File: src/rtl/sub_pkg.sv
// Shared definitions for the bit-serial subtractor: FSM encoding and default width.
package sub_pkg;

    localparam int SUB_W = 4;

    typedef enum logic [1:0] {
        IDLE  = 2'd0,
        SHIFT = 2'd1,
        DONE  = 2'd2
    } state_t;

endpackage

File: src/rtl/full_subtractor.sv
// One-bit full subtractor: d = ai - bi - bin, with borrow out.
module full_subtractor (
    input  logic ai,
    input  logic bi,
    input  logic bin,
    output logic d,
    output logic bout
);

    assign d    = ai ^ bi ^ bin;
    assign bout = (~ai & bi) | (~(ai ^ bi) & bin);

endmodule

File: src/rtl/serial_subtractor.sv
// Bit-serial W-bit subtractor, LSB-first with a registered borrow.
// diff = {borrow_out, (a - b) mod 2^W}, updated once per operation.
module serial_subtractor
    import sub_pkg::*;
#(
    parameter int W = SUB_W
) (
    input  logic         clk,
    input  logic         rst_n,
    input  logic         start,
    input  logic [W-1:0] a,
    input  logic [W-1:0] b,
    output logic         busy,
    output logic         done,
    output logic [W:0]   diff
);

    localparam int CW = $clog2(W + 1);

    state_t        state, nxt;
    logic [W-1:0]  a_sr, b_sr;
    logic [W-2:0]  res;
    logic          br;
    logic [CW-1:0] cnt;
    logic          d, br_n;
    logic [W-1:0]  res_n;
    logic          last;

    full_subtractor u_fs (
        .ai  (a_sr[0]),
        .bi  (b_sr[0]),
        .bin (br),
        .d   (d),
        .bout(br_n)
    );

    // The last difference bit goes straight into diff, so res only holds W-1 bits.
    assign res_n = {d, res};
    assign last  = (cnt == CW'(1));

    always_comb begin
        nxt  = IDLE;
        busy = 1'b0;
        done = 1'b0;
        case (state)
            IDLE:    nxt = start ? SHIFT : IDLE;
            SHIFT: begin
                busy = 1'b1;
                nxt  = last ? DONE : SHIFT;
            end
            DONE: begin
                done = 1'b1;
                nxt  = IDLE;
            end
            default: nxt = IDLE;
        endcase
    end

    always_ff @(posedge clk) begin
        if (!rst_n) begin
            state <= IDLE;
            a_sr  <= '0;
            b_sr  <= '0;
            res   <= '0;
            br    <= 1'b0;
            cnt   <= '0;
            diff  <= '0;
        end else begin
            state <= nxt;
            case (state)
                IDLE: begin
                    if (start) begin
                        a_sr <= a;
                        b_sr <= b;
                        br   <= 1'b0;
                        cnt  <= CW'(W);
                    end
                end
                SHIFT: begin
                    a_sr <= a_sr >> 1;
                    b_sr <= b_sr >> 1;
                    br   <= br_n;
                    res  <= res_n[W-1:1];
                    cnt  <= cnt - CW'(1);
                    if (last)
                        diff <= {br_n, res_n};
                end
                default: ;
            endcase
        end
    end

endmodule

File: config.mk
export PLATFORM = sky130hd
export DESIGN_NAME = serial_subtractor
export DESIGN_NICKNAME = d
export VERILOG_FILES = /design/src/rtl/sub_pkg.sv /design/src/rtl/full_subtractor.sv /design/src/rtl/serial_subtractor.sv
export SDC_FILE = /design/constraint.sdc
export NUM_CORES = 1
export LEC_CHECK = 0
export BUFFER_PORTS_ARGS = -buffer_cell sky130_fd_sc_hd__buf_2
export CAP_MARGIN = 10
export CORE_ASPECT_RATIO = 0.75
export CORE_MARGIN = 1
export CORE_UTILIZATION = 45
export DETAILED_ROUTE_END_ITERATION = 8
export PLACE_DENSITY = 0.66
export RECOVER_POWER = 100
export SLEW_MARGIN = 20
export SYNTH_ARGS = -nofsm -noshare
export SYNTH_HDL_FRONTEND = slang
export SYNTH_SLANG_ARGS = --single-unit
File: constraint.sdc
create_clock -name clk -period 2.6 [get_ports clk]
set_input_delay 0.13 -clock clk [delete_from_list [all_inputs] [get_ports clk]]
set_output_delay 0.13 -clock clk [all_outputs]
set_load 0.1 [all_outputs]
==> summary.md <==
| Metric | Value |
|---|---|
| Sequential share of power | 0.502 |
| Post-cts sizing count | 0 |
| Sw Ratio | 0.257 |
| H-tree depth | 1 |
| RR Startpoint | state[0] |
| Net Switching | 0.000191 W |
| Grt met3 use | 0.0627 |
| WL final | 1.82 mm |
| Seq/Total Area, Yosys | 0.427 |
| Core area | 0.00208 mm^2 |
| Layout cells sized above 1 | 0.144 |
| Global-route wire length before repair | 2.95 mm |
| IO buf count | 17 |
| Delay-heaviest family, CP | buffers and inverters |
| Yosys Warn Count | 0 |
| Clock share of power | 0.353 |
| Slew HR | 0.228 |
| R2R depth | 4 |
| Most common cell in the netlist | dfxtp_1 |
| Final Hold Viols | 0 |
| Distinct cell type count after synthesis | 27 |
| Crit. Startpoint | state[1] |
| Total Power | 0.000743 W |
| Async S/R FF share, synth | 0 |
| Hold path start | a[3] |
| Largest net degree at the start of global routing | 31 |
| Die ar. | 0.00249 mm^2 |
| Arrival time worst endpoint | 1920 ps |
| Crit path capture type | output pin |
| TritonRoute pass-1 iters | 6 |
| Tmin final | 2050 ps |
| Final max-slew violation count | 0 |
| Peak VDD IR | 0.413 mV |
| Worst hold path class | in -> reg |
| Sinks on Clock Net | 22 |
| Final setup viols | 0 |
| Post-CTS setup buffer count | 0 |
| Max Clock Freq | 0.487 GHz |
| Post-route ant nets | 0 |
| Clk buf depth | 2 |
| Fin cells | 142 |
| Failing checks | DRC |
| Yosys top cell area share | 0.427 |
| Number of cells on the critical path | 2 |
| Final setup TNS | 0 ps |
| HPWL Detailed | 1.27 mm |
| Post-place setup slack | 1130 ps |
| Synth top cells by count | 22 x dfxtp_1, 12 x nand2_1, 9 x mux2i_1 |
| Row cnt | 14 |
| Post-synth top area cell | dfxtp_1 |
| Post-Place Cells | 138 |
| Slowest cell delay on critical path | 870 ps |
| Initial DRC Count | 22 |
| CTS tree | built |
| Clk pin slew, worst setup/hold paths | 130 ps |
| Vias | 749 |
| CTS Hold Bufs | 0 |
| GR Layer Usage met2 | 0.247 |
| Vias in the first global route | 666 |
| Post-synthesis register bit count | 22 |
| Ports | 18 |
| Synthesized area | 0.00103 mm^2 |
| Vias per cell | 5.27 |
| Final net count | 133 |
| PD cells | 678 mW/mm^2 |
| Area grow syn2layout | 6.31% |
| Critical path class | reg -> out |
| Avg Inst Size Synth | 10.0 um^2 |
| Leak Pwr | 0.428 nW |
| RD Place Congestion | 0.701 |
| Syn Nets | 117 |
| Later-pin clock latency in the skew report | 310 ps |
| Grt total ovfl | 0 |
| Met1 Usage GRT | 0.217 |
| Top post-synthesis cells by area | dfxtp_1 43%, mux2i_1 8.7%, o21ai_2 5.1%, nand2_1 4.4%, o211ai_1 4.4% |
| Critical-path cell list | nor2b_1 -> clkbuf_1 |
| Die Span Y | 43.5 um |
| Most used flip-flop cell after synthesis | dfxtp_1 |
| Initial Utilization | 0.495 |
| RR Endpoint | a_sr[0] |
| Buf/Inv on CP | 1 |
| Remaining DRCs | 4 |
| GRT Overall Usage | 0.160 |
| Slowest-stage cell, CP | clkbuf_1 |
| Wire per inst | 12.8 um |
| Status | complete, but fails checks |
| RSZ-0062 raised after global routing | no |
| Cells after Synth | 103 |
| CTS buffer count | 3 |
| Combinational power share | 0.146 |
| Cell-internal power | 0.000552 W |
| Worst-Margin Slew | 1160 ps |
| End of the critical path | done |
| Die Wd | 57.3 um |
| Crit-path max FO | 12 |
| Antenna violations before repair | 0 |
| Clk_skew | 12.6 ps |
| Worst setup margin | 547 ps |
| CTS root buffer | clkbuf_4 |
| Final period util | 0.789 |
| CP Data Required Time | 2470 ps |
| Final core occ | 0.526 |
| Critical path launch point type | register |
| Diodes inserted | 0 |
| EDFF count, synth | 0 |
| Max-cap violations | 0 |
| Flop-to-flop setup slack | 780 ps |
| Top Usage Layer GRT | met2 |
-- area by class of cell --
class / count / area (um^2)
Fill cell: 202 / 988
Multi-Input combinational cell: 69 / 473
Sequential cell: 22 / 440
Timing Repair Buffer: 18 / 81.3
Clock inverter: 1 / 30.0
Tap cell: 24 / 30.0
Clock buffer: 3 / 22.5
Inverter: 5 / 18.8
-- per-stage QoR --
stage,hold slack (ps),area (um^2)
after floorplan,280,1030
after global placement,387,1100
after detailed placement,397,1100
after CTS,61.7,1150
after global routing,61.8,1100
final,72.7,1100
-- placed cells by master, fill, tap and decap left out, types with 2 or more instances in the layout --
cell type and count:
o211ai_1 6, o21ai_0 14, a21oi_1 2, nand2_1 13, nor2b_1 4, nand3b_1 3, buf_2 11, clkbuf_4 3
ha_1 2, dfxtp_1 22, clkbuf_1 7, inv_1 5, nor2_1 2, nand3_1 4, o22ai_1 2, mux2i_1 9
-- cell families (layout without fill, tap and decap cells) --
family,Yosys count,in the layout,share of synthesized area
and+or+nand+nor,29,29,0.161
muxes,9,9,0.0874
DFF,22,22,0.427
AOI/OAI and AO/OA,28,28,0.206
buffers and inverters,12,27,0.0740
adders and majority gates,3,3,0.0437
-- tightest hold or removal path: cells and delay by family --
| kind | cells | cell delay, ps |
|---|---|---|
| buffers and inverters | 1 | 100 |
| AO/OA/AOI/OAI | 1 | 70 |
| AND/OR/NAND/NOR | 1 | 50 |
-- registers in the layout, summed over array words and instances, names as in the netlist --
| register | cells |
|---|---|
| a_sr | 4 |
| b_sr | 4 |
| br | 1 |
| cnt | 3 |
| diff | 5 |
| res | 3 |
| state | 2 |
-- power groups by stage --
| stage | Sequential (W) | Combinational, W | Clock (W) |
|---|---|---|---|
| floorplan | 0.000382 | 0.0000974 | 0 |
| global placement | 0.000380 | 0.000119 | 0 |
| detailed placement | 0.000380 | 0.000122 | 0 |
| CTS | 0.000373 | 0.000122 | 0.000268 |
| global route | 0.000376 | 0.000119 | 0.000280 |
| finish | 0.000373 | 0.000108 | 0.000262 |
-- layer usage --
layer  wire [um]  share of wire
met1         967           0.53
met2         753           0.41
met3          97          0.053
met4           0              0
met5           0              0
-- worst min path at each step --
stage,end,slack (ps),cells past startpoint
after global routing,a_sr[3],60,3
after CTS,a_sr[3],60,3
after detailed placement,a_sr[3],400,3
final,a_sr[3],70,3
after global placement,b_sr[3],390,3
after floorplan,a_sr[3],280,2
No activity file was read; power rests on OpenSTA's default activity.
